File: config.mk
export PLATFORM = sky130hd
export DESIGN_NAME = bridge_wr_demux
export DESIGN_NICKNAME = d
export VERILOG_FILES = /design/src/rtl/bridge_pkg.sv /design/src/rtl/bridge_addr_decode.sv /design/src/rtl/bridge_wr_demux.sv
export SDC_FILE = /design/constraint.sdc
export NUM_CORES = 1
export LEC_CHECK = 0
export BUFFER_PORTS_ARGS = -buffer_cell sky130_fd_sc_hd__buf_4
export CAP_MARGIN = 40
export CORE_UTILIZATION = 51
export CTS_BUF_LIST = sky130_fd_sc_hd__clkbuf_2
export DETAILED_ROUTE_END_ITERATION = 10
export GPL_TIMING_DRIVEN = 0
export PLACE_DENSITY_LB_ADDON = 0.3
export SYNTH_ARGS = -nofsm -noshare
export SYNTH_HDL_FRONTEND = slang
export SYNTH_SLANG_ARGS = --single-unit
File: constraint.sdc
create_clock -name clk -period 3.8 [get_ports clk]
set_input_delay 0 -clock clk [delete_from_list [all_inputs] [get_ports clk]]
set_output_delay 0 -clock clk [all_outputs]
set_load 0.01 [all_outputs]
File: src/rtl/bridge_pkg.sv
// Shared definitions for the CPU write-side bridge: slot indices, address map, FSM states.
package bridge_pkg;

  localparam int NUM_SLOTS = 4;

  typedef enum logic [1:0] {
    SLOT_DM   = 2'd0,
    SLOT_TMR0 = 2'd1,
    SLOT_TMR1 = 2'd2,
    SLOT_OUT  = 2'd3
  } slot_e;

  typedef enum logic {
    IDLE = 1'b0,
    HOLD = 1'b1
  } state_e;

  // Inclusive byte-address windows.
  localparam logic [31:0] DM_BASE    = 32'h0000_0000;
  localparam logic [31:0] DM_LIMIT   = 32'h0000_2FFF;
  localparam logic [31:0] TMR0_BASE  = 32'h0000_7F00;
  localparam logic [31:0] TMR0_LIMIT = 32'h0000_7F0B;
  localparam logic [31:0] TMR1_BASE  = 32'h0000_7F10;
  localparam logic [31:0] TMR1_LIMIT = 32'h0000_7F1B;
  localparam logic [31:0] OUT_BASE   = 32'h0000_7F20;
  localparam logic [31:0] OUT_LIMIT  = 32'h0000_7F23;

endpackage

File: src/rtl/bridge_addr_decode.sv
// Store address decoder: slot hit, slot index and slot-relative offset.
// Purely combinational, no backpressure.
module bridge_addr_decode
  import bridge_pkg::*;
#(
  parameter int ADDR_W = 32,
  parameter int OFF_W  = 14
) (
  input  logic [ADDR_W-1:0] addr,
  output logic              hit,
  output slot_e             slot,
  output logic [OFF_W-1:0]  off
);

  logic [ADDR_W-1:0] base;

  function automatic logic in_rng(input logic [ADDR_W-1:0] a,
                                  input logic [31:0]       lo,
                                  input logic [31:0]       hi);
    return (a >= ADDR_W'(lo)) && (a <= ADDR_W'(hi));
  endfunction

  always_comb begin
    hit  = 1'b1;
    slot = SLOT_DM;
    base = '0;
    if (in_rng(addr, DM_BASE, DM_LIMIT)) begin
      slot = SLOT_DM;
      base = ADDR_W'(DM_BASE);
    end else if (in_rng(addr, TMR0_BASE, TMR0_LIMIT)) begin
      slot = SLOT_TMR0;
      base = ADDR_W'(TMR0_BASE);
    end else if (in_rng(addr, TMR1_BASE, TMR1_LIMIT)) begin
      slot = SLOT_TMR1;
      base = ADDR_W'(TMR1_BASE);
    end else if (in_rng(addr, OUT_BASE, OUT_LIMIT)) begin
      slot = SLOT_OUT;
      base = ADDR_W'(OUT_BASE);
    end else begin
      hit = 1'b0;
    end
  end

  assign off = OFF_W'(addr - base);

endmodule

File: src/rtl/bridge_wr_demux.sv
// Routes one CPU store to one of four write slots via a one-entry holding register.
// Latency 1 cycle accept-to-strobe; req_ready low while the held slot is not ready.
module bridge_wr_demux
  import bridge_pkg::*;
#(
  parameter int DATA_W = 32,
  parameter int ADDR_W = 32,
  parameter int OFF_W  = 14
) (
  input  logic                 clk,
  input  logic                 reset,
  input  logic                 req_valid,
  input  logic [ADDR_W-1:0]    req_addr,
  input  logic [DATA_W-1:0]    req_wdata,
  input  logic [3:0]           req_be,
  output logic                 req_ready,
  output logic [NUM_SLOTS-1:0] slot_wen,
  output logic [OFF_W-1:0]     slot_off,
  output logic [DATA_W-1:0]    slot_wdata,
  output logic [3:0]           slot_be,
  input  logic [NUM_SLOTS-1:0] slot_ready,
  output logic                 err_valid,
  output logic [ADDR_W-1:0]    err_addr
);

  state_e           state;
  slot_e            sel;
  logic             dec_hit;
  slot_e            dec_slot;
  logic [OFF_W-1:0] dec_off;
  logic             done;
  logic             accept;

  bridge_addr_decode #(
    .ADDR_W(ADDR_W),
    .OFF_W (OFF_W)
  ) u_dec (
    .addr(req_addr),
    .hit (dec_hit),
    .slot(dec_slot),
    .off (dec_off)
  );

  assign done      = (state == HOLD) && slot_ready[sel];
  // Completing cycle also accepts, so a always-ready slot sees one store per cycle.
  assign req_ready = !reset && ((state == IDLE) || done);
  assign accept    = req_valid && req_ready;

  always_ff @(posedge clk or posedge reset) begin
    if (reset) begin
      state      <= IDLE;
      sel        <= SLOT_DM;
      slot_wen   <= '0;
      slot_off   <= '0;
      slot_wdata <= '0;
      slot_be    <= '0;
      err_valid  <= 1'b0;
      err_addr   <= '0;
    end else begin
      err_valid <= 1'b0;
      if (done) begin
        state    <= IDLE;
        slot_wen <= '0;
      end
      // Zero byte-enable stores are swallowed, even when unmapped.
      if (accept && (req_be != 4'd0)) begin
        if (dec_hit) begin
          state      <= HOLD;
          sel        <= dec_slot;
          slot_wen   <= NUM_SLOTS'(1) << dec_slot;
          slot_off   <= dec_off;
          slot_wdata <= req_wdata;
          slot_be    <= req_be;
        end else begin
          err_valid <= 1'b1;
          err_addr  <= req_addr;
        end
      end
    end
  end

endmodule

# Word level (Yosys, flattened, before mapping)
# Index checks and enable logic that the tools add are counted.
# W data, S select, Z words.
# totals
ram_bits	0
memories	0
rom_bits	0
reg_bits	90
output_inout_bits	88
wordCells	56
in_bits	75
latch_bits	0
# op_classes
n_mux	22
bitwise	2
multipliers	0
eq_ne	0
n_shift	1
div	0
addsub	1
n_reduce_logical	13
order_cmp	9
# op_table
operator	count
$ge A32 B15 Y1 const B	3
$le A32 B15 Y1 const B	3
$mux W14	4
$ge A32 B1 Y1 const B	1
$le A32 B14 Y1 const B	1
$sub A14 B14 Y14	1
$mux W4	3
$mux W1	10
$logic_and A1 B1 Y1	8
$mux W2	4
$reduce_and A2 Y1	2
$reduce_bool A4 Y1	1
$shl A1 B2 Y4 const A	1
$lt A2 B3 Y1 const B	1
$bmux W1 S2	1
$not A1 Y1	2
$logic_not A1 Y1	1
$logic_or A1 B1 Y1	1

# Longest topological paths before layout
# Gate-level depths: netlist of run 1.
# depth
ltp_word	9
ltp_mapped	15
mapped_depth_nobuf	15

# By module
# From an unflattened synthesis of run 1, not the netlist that was laid out.
# unflattened
cells_unflattened	291
hier_area_um2	4169.0
# modules_own_cells
module	seq_area_each_um2	cells_per_inst	n_inst	area_each_um2
bridge_wr_demux	2252.2	215	1	3636.0
bridge_addr_decode	0.0	76	1	533.0

# Worst setup path before layout of run 1
# OpenSTA, ideal clock, no wires.
# synth_path
path_kind	input-to-reg
start	in req_addr[20]
end	reg slot_off[12]
setup_slack_ns	1.130
cell_stages	11
setup_ns	0.083
n_path_buf	0
required_ns	3.717
t_arrival_ns	2.587
path_cell_list	or4_1 nor4_2 nand4_1 or3_1 fa_1 nor3_1 nor2b_1 o21ai_0 a21oi_1 xnor2_1 o21ai_0
# synth_via
elab_chain_len	7
elab_cells_between_ends	22
cone_classes	add/sub: 1; order compare: 8; mux: 8; reduce/logical: 5
# synth_rtl
element	line	text
from (decl)	bridge_wr_demux.sv:13	input logic [ADDR_W-1:0] req_addr,
$ge A32 B15 Y1 or $le A32 B15 Y1 (tied branches)	bridge_addr_decode.sv:20	return (a >= ADDR_W'(lo)) && (a <= ADDR_W'(hi));
$logic_and A1 B1 Y1	bridge_addr_decode.sv:20	
$mux W14 or $mux W1 (tied branches)	bridge_addr_decode.sv:36	end else if (in_rng(addr, OUT_BASE, OUT_LIMIT)) begin
$mux W14 or $mux W1 (tied branches)	bridge_addr_decode.sv:33	end else if (in_rng(addr, TMR1_BASE, TMR1_LIMIT)) begin
$mux W14 or $mux W1 (tied branches)	bridge_addr_decode.sv:30	end else if (in_rng(addr, TMR0_BASE, TMR0_LIMIT)) begin
$mux W14 or $mux W1 (tied branches)	bridge_addr_decode.sv:27	if (in_rng(addr, DM_BASE, DM_LIMIT)) begin
$sub A14 B14 Y14 or $reduce_and A2 Y1 (tied branches)	-	
to (signal assigned)	bridge_wr_demux.sv:71	slot_off <= dec_off;
to (decl)	bridge_wr_demux.sv:18	output logic [OFF_W-1:0] slot_off,
# Parallel ways exist; a longest one is shown, timed or not.
# A chain may end at the register's enable or synchronous reset.

# Worst setup path after layout of run 1
# layout_path
start	in req_addr[25]
end	reg slot_off[7]
# The elaborated chain is that of the path after synthesis.

==> summary.md, run 1 <==
| Metric | Value |
|---|---|
| Highest net fanout along the worst path | 4 |
| First-pass GRT wire length | 19.8 mm |
| Pwr Density | 314 nW/um^2 |
| Area contributors post-synth | dfrtp_1, nand2_1, mux2_4 |
| Final Cycle Share | 87.1% |
| Total GRT Usage | 30.6% |
| Gpl congestion | 0.871 |
| Critical Path Most Common Cell | dlygate4sd3_1 |
| Register-to-Register Setup Slack | 0.71 ns |
| Max frequency | 302 MHz |
| Total number of vias | 3789 |
| Dominant synthesized flop cell | dfrtp_1 |
| Final Setup Violations | 0 |
| Diode count | 0 |
| Final Net Count | 714 |
| Initial Util | 52.9% |
| Share of Yosys cell area claimed by the top area cell type | 55.1% |
| Post-DR vias/cell | 5.13 |
| Setup CP Type | input port to flop |
| Final WL | 12.3 mm |
| Routed Antenna Nets | 0 |
| Yosys warns | 0 |
| Height of the chip | 91.5 um |
| Worst Tran Pin Value | 0.701 ns |
| Initial DRT Pass Iterations | 4 |
| Area after DPL | 5460 sq um |
| Unrepaired setup endpoints after global routing | no |
| Post-synth EDFFs | 0 |
| Hold Vio Cnt, Final | 0 |
| Crit path capture type | flop |
| I/O pins | 163 |
| Setup TNS | 0 ns |
| Clk buf depth | 2 |
| Post-synth top area cell | dfrtp_1 |
| DRC violation count after routing | 0 |
| Grt ovf | 0 |
| Ys async rst share | 100% |
| Number of different library cells in the post-synthesis netlist | 41 |
| Syn Nets | 465 |
| CTS resizes | 0 |
| Rel. slew slack | 52.8% |
| CTS tree | built |
| Die width | 91.5 um |
| DP HPWL | 7.46 mm |
| Drt wl/cell | 16.7 um |
| Status | finished, final reports clean |
| I/O Buffers | 162 |
| Cells after synthesis | 382 |
| Post-synthesis register bit count | 90 |
| Internal power | 1.44 mW |
| Netlist Area Pre-Place | 4090 sq um |
| Post-synthesis sequential area ratio | 55.1% |
| Peak per-stage delay on the critical path | 0.59 ns |
| Leakage | 3.38 nW |
| Clock Pin Slew Worst Setup and Hold Paths | 0.29 ns |
| CP max stage cell | dlygate4sd3_1 |
| Critical Path Start Type | input port |
| CP Cell Sequence | dlygate4sd3_1, buf_4, or4_1, nor3_1, nand4_1, or3_1, ha_1, a21oi_1, nor2b_1, xnor2_1, dlygate4sd3_1, o21ai_1 |
| Core area | 7730 sq um |
| Clock latency on the worst-skew pair | 0.58 ns |
| Clock sinks | 90 |
| Arrival time at the worst endpoint | 3.82 ns |
| Row count | 32 |
| Clock Power Share | 25.8% |
| Combinational share of power | 21.5% |
| Mapped Avg Cell Area | 10.7 sq um |
| H-Tree Depth | 3 |
| Final slew viol count | 0 |
| CTS Buf Count | 9 |
| Sw frac | 27.8% |
| Min Clock Period, post-route | 3.31 ns |
| Worst EP required | 4.31 ns |
| P_sw | 0.553 mW |
| VDD IR max | 0.216 mV |
| Pin count of the biggest net entering global routing | 60 |
| Antenna violations before repair | 0 |
| Die ar. | 8380 sq um |
| Register share of total power | 52.8% |
| Layout cells sized above 1 | 37.1% |
| Crit path max-delay family | simple AND/OR/NAND/NOR gates |
| Vias in the first global route | 3961 |
| Design area | 6330 sq um |
| Synthesis-to-finish area growth | 54.9% |
| Worst path bufs/invs | 3 |
| 1st-iter DRT viols | 219 |
| Root buffer selected by CTS | clkbuf_2 |
| Max-cap violations | 0 |
| Post-Route Skew | 0.0435 ns |
| Hold crit path type | input port to flop |
==> final timing paths <==
| check | startpoint | end | depth (start not counted) |
|---|---|---|---|
| worst max-delay path | req_addr[25] | slot_off[7]$_DFFE_PP0P_ | 12 |
| worst min-delay path | slot_ready[3] | slot_wen[2]$_DFF_PP0_ | 5 |
| worst max register to register | sel[0]$_DFFE_PP0P_ | slot_wdata[12]$_DFFE_PP0P_ | 9 |
| worst min register to register | slot_off[0]$_DFFE_PP0P_ | slot_off[0]$_DFFE_PP0P_ | 2 |
| max in group asynchronous | reset | slot_wen[1]$_DFF_PP0_ | 5 |
| min in group asynchronous | reset | slot_off[0]$_DFFE_PP0P_ | 4 |
==> layout make-up <==
cell class,instances,area (sq um)
flip-flops and latches,90,2250
repair buffers,238,1990
multi-input cells,268,1660
fillers,438,1390
plain buffers,17,146
well taps,102,128
clock inverters,7,76.3
clock buffers,9,45.0
inverters,7,28.8
==> power groups by stage <==
stage | Sequential [mW] | Clock, mW | Combinational (mW)
after floorplan | 1.09 | 0 | 0.144
after global placement | 1.06 | 0 | 0.346
after detailed placement | 1.06 | 0 | 0.359
after CTS | 1.05 | 0.511 | 0.422
after global routing | 1.06 | 0.550 | 0.456
final | 1.05 | 0.513 | 0.427
==> repair_timing <==
item	in CTS	in global routing
buffers inserted	0	0
hold buffers	75	0
hold endpoints to repair	177	0
==> metrics by stage <==
step                      power [mW]  hold slack (ns)  util [%]  setup slack (ns)  std cells
after floorplan                 1.23           0.0475         -              1.13        382
after global placement          1.41            0.197      70.3             0.470        646
after global routing            2.06            0.116      82.0             0.212        738
after CTS                       1.98           0.0624      82.0             0.573        738
after detailed placement        1.42           0.0528      70.7             0.525        647
final                           1.99           0.0762      82.0             0.491        738
==> worst min-delay path, stage by stage <==
cell     delay [ns]
buf_4          0.07
mux4_2         0.23
nand2_1        0.13
nand3_1        0.11
o21ai_0        0.07
==> routing by layer <==
layer | GRT usage [%] | vias up | wire length [um]
li1 | - | 1757 | -
met1 | 36.5 | 1835 | 4990
met2 | 53.9 | 175 | 6180
met3 | 6.78 | 22 | 884
met4 | 11.5 | 0 | 250
met5 | 0 | - | 0
==> cells in the mapped netlist, types with 3 or more instances <==
library cell and instances:
a21oi_1 9, buf_2 6, buf_6 10, dfrtp_1 90
ha_1 7, inv_1 7, mux2_2 3, mux2_4 29
nand2_1 142, nand2b_1 3, nand3_1 6, nor2_1 7
nor2b_1 3, nor3_1 4, o21ai_0 9, o21ai_1 4
or2_2 3, or3_1 4, xnor2_1 3, xor2_1 5
==> kinds of logic after synthesis <==
| group | count (synthesis) | share of synthesized area (%) |
|---|---|---|
| and+or+nand+nor | 184 | 19.1 |
| DFF | 90 | 55.1 |
| AOI/OAI and AO/OA | 35 | 5.20 |
| muxes | 33 | 12.0 |
| buffers and inverters | 24 | 4.22 |
| xor gates and xnor gates | 8 | 1.71 |
| adders and majority gates | 8 | 2.63 |
==> placed cells by master, fill, tap and decap left out, drive strengths merged, types with 4 or more instances in the layout <==
| master | synthesis | routed |
|---|---|---|
| clkbuf | 1 | 10 |
| xor2 | 5 | 5 |
| inv | 7 | 9 |
| buf | 16 | 179 |
| nor3 | 4 | 4 |
| o21ai | 15 | 15 |
| mux2 | 32 | 32 |
| dlygate4sd3 | 0 | 75 |
| a21oi | 9 | 9 |
| ha | 7 | 7 |
| nand2 | 142 | 142 |
| nand3 | 6 | 6 |
| or3 | 4 | 4 |
| dfrtp | 90 | 90 |
| or2 | 4 | 4 |
| nor2 | 7 | 7 |
==> sequential cells by signal, indices dropped and copies added, names as in the netlist <==
name and cells:
slot_off 14, state 1, slot_wen 4, slot_wdata 32, err_addr 32, sel 2, slot_be 4, err_valid 1
(Power assumes the default switching activity.)
==> run 2: changes to the inputs <==
Settings changed: SYNTH_HIERARCHICAL from default to 1.
==> summary.md, run 2 <==
| Metric | Value |
|---|---|
| Post-synth top area cell | dfrtp_1 |
| Clock latency on the worst-skew pair | 0.56 ns (-0.02 ns) |
| Layout cells sized above 1 | 52.2% (+15 points) |
| Initial DRT Pass Iterations | 4 (unchanged) |
| Area contributors post-synth | dfrtp_1, mux2_2, mux2_4 |
| CTS Buf Count | 9 (unchanged) |
| Leakage | 3.28 nW (-2.8%) |
| Synthesis-to-finish area growth | 53.4% |
| CP max stage cell | dlygate4sd3_1 |
| Final Cycle Share | 80.3% (-6.8 points) |
| Final Net Count | 620 (-13%) |
| Number of different library cells in the post-synthesis netlist | 48 (+17%) |
| Height of the chip | 92.4 um (+0.97%) |
| Drt wl/cell | 17.0 um (+1.8%) |
| Fillers | 425 (-3.0%) |
| Die ar. | 8540 sq um (+1.9%) |
| Final WL | 10.9 mm (-11%) |
| CP Cell Sequence | dlygate4sd3_1, buf_4, nor4_1, and4_1, nand2_2, or4_1, fa_1, o31a_1, o21ai_0, nor2b_1, xnor2_1, mux2_2 |
| Post-synthesis register bit count | 90 (unchanged) |
| Syn Nets | 374 (-20%) |
| Peak per-stage delay on the critical path | 0.55 ns (-0.04 ns) |
| Critical Path Start Type | input port |
| VDD IR max | 0.171 mV (-21%) |
| Commonest non-fill, non-tap cell in the layout | buf_4 |
| Clk buf depth | 2 (unchanged) |
| Non-Filler Instances | 644 (-13%) |
| Pwr Density | 318 nW/um^2 (+1.2%) |
| Max-cap violations | 0 (unchanged) |
| DRC violation count after routing | 0 (unchanged) |
| Diode count | 0 (unchanged) |
| Netlist Area Pre-Place | 4170 sq um (+2.0%) |
| Crit path max-delay family | simple AND/OR/NAND/NOR gates |
| Cells after synthesis | 291 (-24%) |
| Final slew viol count | 0 (unchanged) |
| Hold crit path type | input port to asynchronous set/reset pin |
| Arrival time at the worst endpoint | 3.51 ns (-0.31 ns) |
| Die width | 92.4 um (+0.97%) |
| Grt ovf | 0 (unchanged) |
| Crit path capture type | flop |
| Vias in the first global route | 3590 (-9.4%) |
| Pin count of the biggest net entering global routing | 51 (-15%) |
| Met2 GRT Util | 47.3% (-6.6 points) |
| Worst Tran Pin Value | 0.608 ns (-0.0933 ns) |
| Routed Antenna Nets | 0 (unchanged) |
| Worst EP required | 4.25 ns (-0.06 ns) |
| Ys async rst share | 100% (unchanged) |
| Dominant synthesized flop cell | dfrtp_1 |
| I/O Buffers | 162 (unchanged) |
| R2R depth | 5 (-4) |
| 1st-iter DRT viols | 141 (-36%) |
| Mapped Avg Cell Area | 14.3 sq um (+34%) |
| H-Tree Depth | 3 (unchanged) |
| CTS tree | built |
| Levels on crit path | 12 (unchanged) |
| Post-DR vias/cell | 5.14 (+0.20%) |
| Placed Cells | 556 (-14%) |
| Largest regs | err_addr: 32 flops, slot_wdata: 32 flops, slot_off: 14 flops |
| Setup TNS | 0 ns (unchanged) |
| Core area | 7810 sq um (+1.0%) |
| Max frequency | 328 MHz (+8.4%) |
| Hold Vio Cnt, Final | 0 (unchanged) |
| Reg area | 2250 sq um (unchanged) |
| Total GRT Usage | 26.8% (-3.8 points) |
| I/O pins | 163 (unchanged) |
| Multi-input logic area | 1760 sq um (+6.1%) |
| DP HPWL | 7.08 mm (-5.1%) |
| Post-synth EDFFs | 0 (unchanged) |
| Min Clock Period, post-route | 3.05 ns (-0.257 ns) |
| Row count | 32 (unchanged) |
| Post-synth top cells | dfrtp_1, mux2_2, mux2_4 |
| Post-CTS Setup Bufs | 0 (unchanged) |
| Most Crowded Layer GR | met2 |
| Unrepaired setup endpoints after global routing | no |
| Post-Route Skew | 0.0458 ns (+0.00234 ns) |
| Setup CP Type | input port to flop |
| Most frequent cells in the layout | buf_4, dfrtp_1, dlygate4sd3_1 |
| Met3 Usage GRT | 6.08% (-0.71 points) |
| Highest net fanout along the worst path | 4 (unchanged) |
| First-pass GRT wire length | 17.4 mm (-12%) |
| Post-synthesis sequential area ratio | 54.0% (-1.1 points) |
| Antenna violations before repair | 0 (unchanged) |
| Yosys warns | 6 (+6) |
| Share of Yosys cell area claimed by the top area cell type | 54.0% (-1.1 points) |
| Total number of vias | 3313 (-13%) |
| Initial Util | 53.4% (+0.50 points) |
| Rel. slew slack | 59.2% (+6.3 points) |
| Root buffer selected by CTS | clkbuf_2 |
| Gpl congestion | 0.790 (-9.3%) |
| Clock Pin Slew Worst Setup and Hold Paths | 0.26 ns (-0.03 ns) |
| Status | finished, final reports clean |
| CTS resizes | 0 (unchanged) |
| Worst path bufs/invs | 2 (-1) |
| M1 GR Usage | 31.0% (-5.5 points) |
| Top-count cell post-synth | dfrtp_1 |
| Clock sinks | 90 (unchanged) |
| Final Setup Violations | 0 (unchanged) |
## run 2: cell count changes in the layout (fill, tap and decap cells not counted), moves of 4 or more
cell,delta
a32oi_1,+4
buf_4,+4
buf_6,-9
mux2_2,+52
mux2i_1,+4
nand2_1,-137
nand3_1,-6
nor4_1,+4
## run 2: path summary, 6_finish.rpt
kind	start	endpoint	slack (ns)
max in group asynchronous	reset	slot_off[9]$_DFFE_PP0P_	3.13
max	req_addr[16]	slot_off[10]$_DFFE_PP0P_	0.75
max reg2reg	sel[0]$_DFFE_PP0P_	slot_off[3]$_DFFE_PP0P_	1.44
min in group clk	slot_ready[2]	slot_wen[3]$_DFF_PP0_	0.06
min	reset	err_addr[16]$_DFFE_PP0P_	0.03
min reg2reg	slot_off[2]$_DFFE_PP0P_	slot_off[2]$_DFFE_PP0P_	0.54
## run 2: worst reg2reg max path, stage by stage (launching register included)
cell,delay [ns]
dfrtp_1,0.43
mux4_2,0.60
or2_2,0.33
nand2_1,0.22
buf_2,0.31
mux2_2,0.37
## run 2: through the flow
stage	utilization [%]	setup WS (ns)	instance area (sq um)	total power, mW	hold WS (ns)
2_1_floorplan	-	1.16	4170	1.24	0.0475
3_5_place_dp	71.0	0.753	5540	1.44	0.0980
3_3_place_gp	70.6	0.447	5510	1.42	0.232
6_report	81.9	0.748	6390	2.03	0.0289
5_1_grt	81.9	0.619	6390	2.12	0.0147
4_1_cts	81.9	0.793	6390	2.03	0.000464
## run 2: repair_timing
| item | 4_1_cts | 5_1_grt |
|---|---|---|
| endpoints found under the hold margin | 169 | 0 |
| endpoints found under the setup margin | 0 | 0 |
| hold buffers | 72 | 0 |
## run 2: final cells by class
cell class	instances	share of cell area, %
buffer	14	2.03
clock buffer	10	0.783
clock inverter	6	1.27
inverter	6	0.391
multi-input combinational	181	27.6
sequential	90	35.2
tap	102	2.00
timing repair buffer	235	30.7
## run 2: routing by layer
layer,vias up,wire length [um],part of all wire (%)
met5,-,0,0
met4,0,338,3.1
met3,31,425,3.9
met2,93,5920,54
met1,1645,4240,39
li1,1544,-,-
## run 2: report_power, final
part	total [mW]	internal (mW)	leakage (nW)	switching (mW)
registers	1.05	1.02	1.19	0.0370
clock network	0.542	0.216	0.0810	0.325
logic	0.437	0.274	2.01	0.163
total	2.03	1.51	3.28	0.525
## run 2: kinds of logic (layout without fill, tap and decap cells)
logic type      Yosys count  in the layout  share of synthesized area, %
buf+inv                  20            271                          3.66
mux                      89             89                          26.8
compound gates           31             31                          4.86
xor+xnor                  5              5                          1.05
simple gates             48             48                          7.02
flops                    90             90                          54.0
fa+ha+maj                 8              8                          2.58
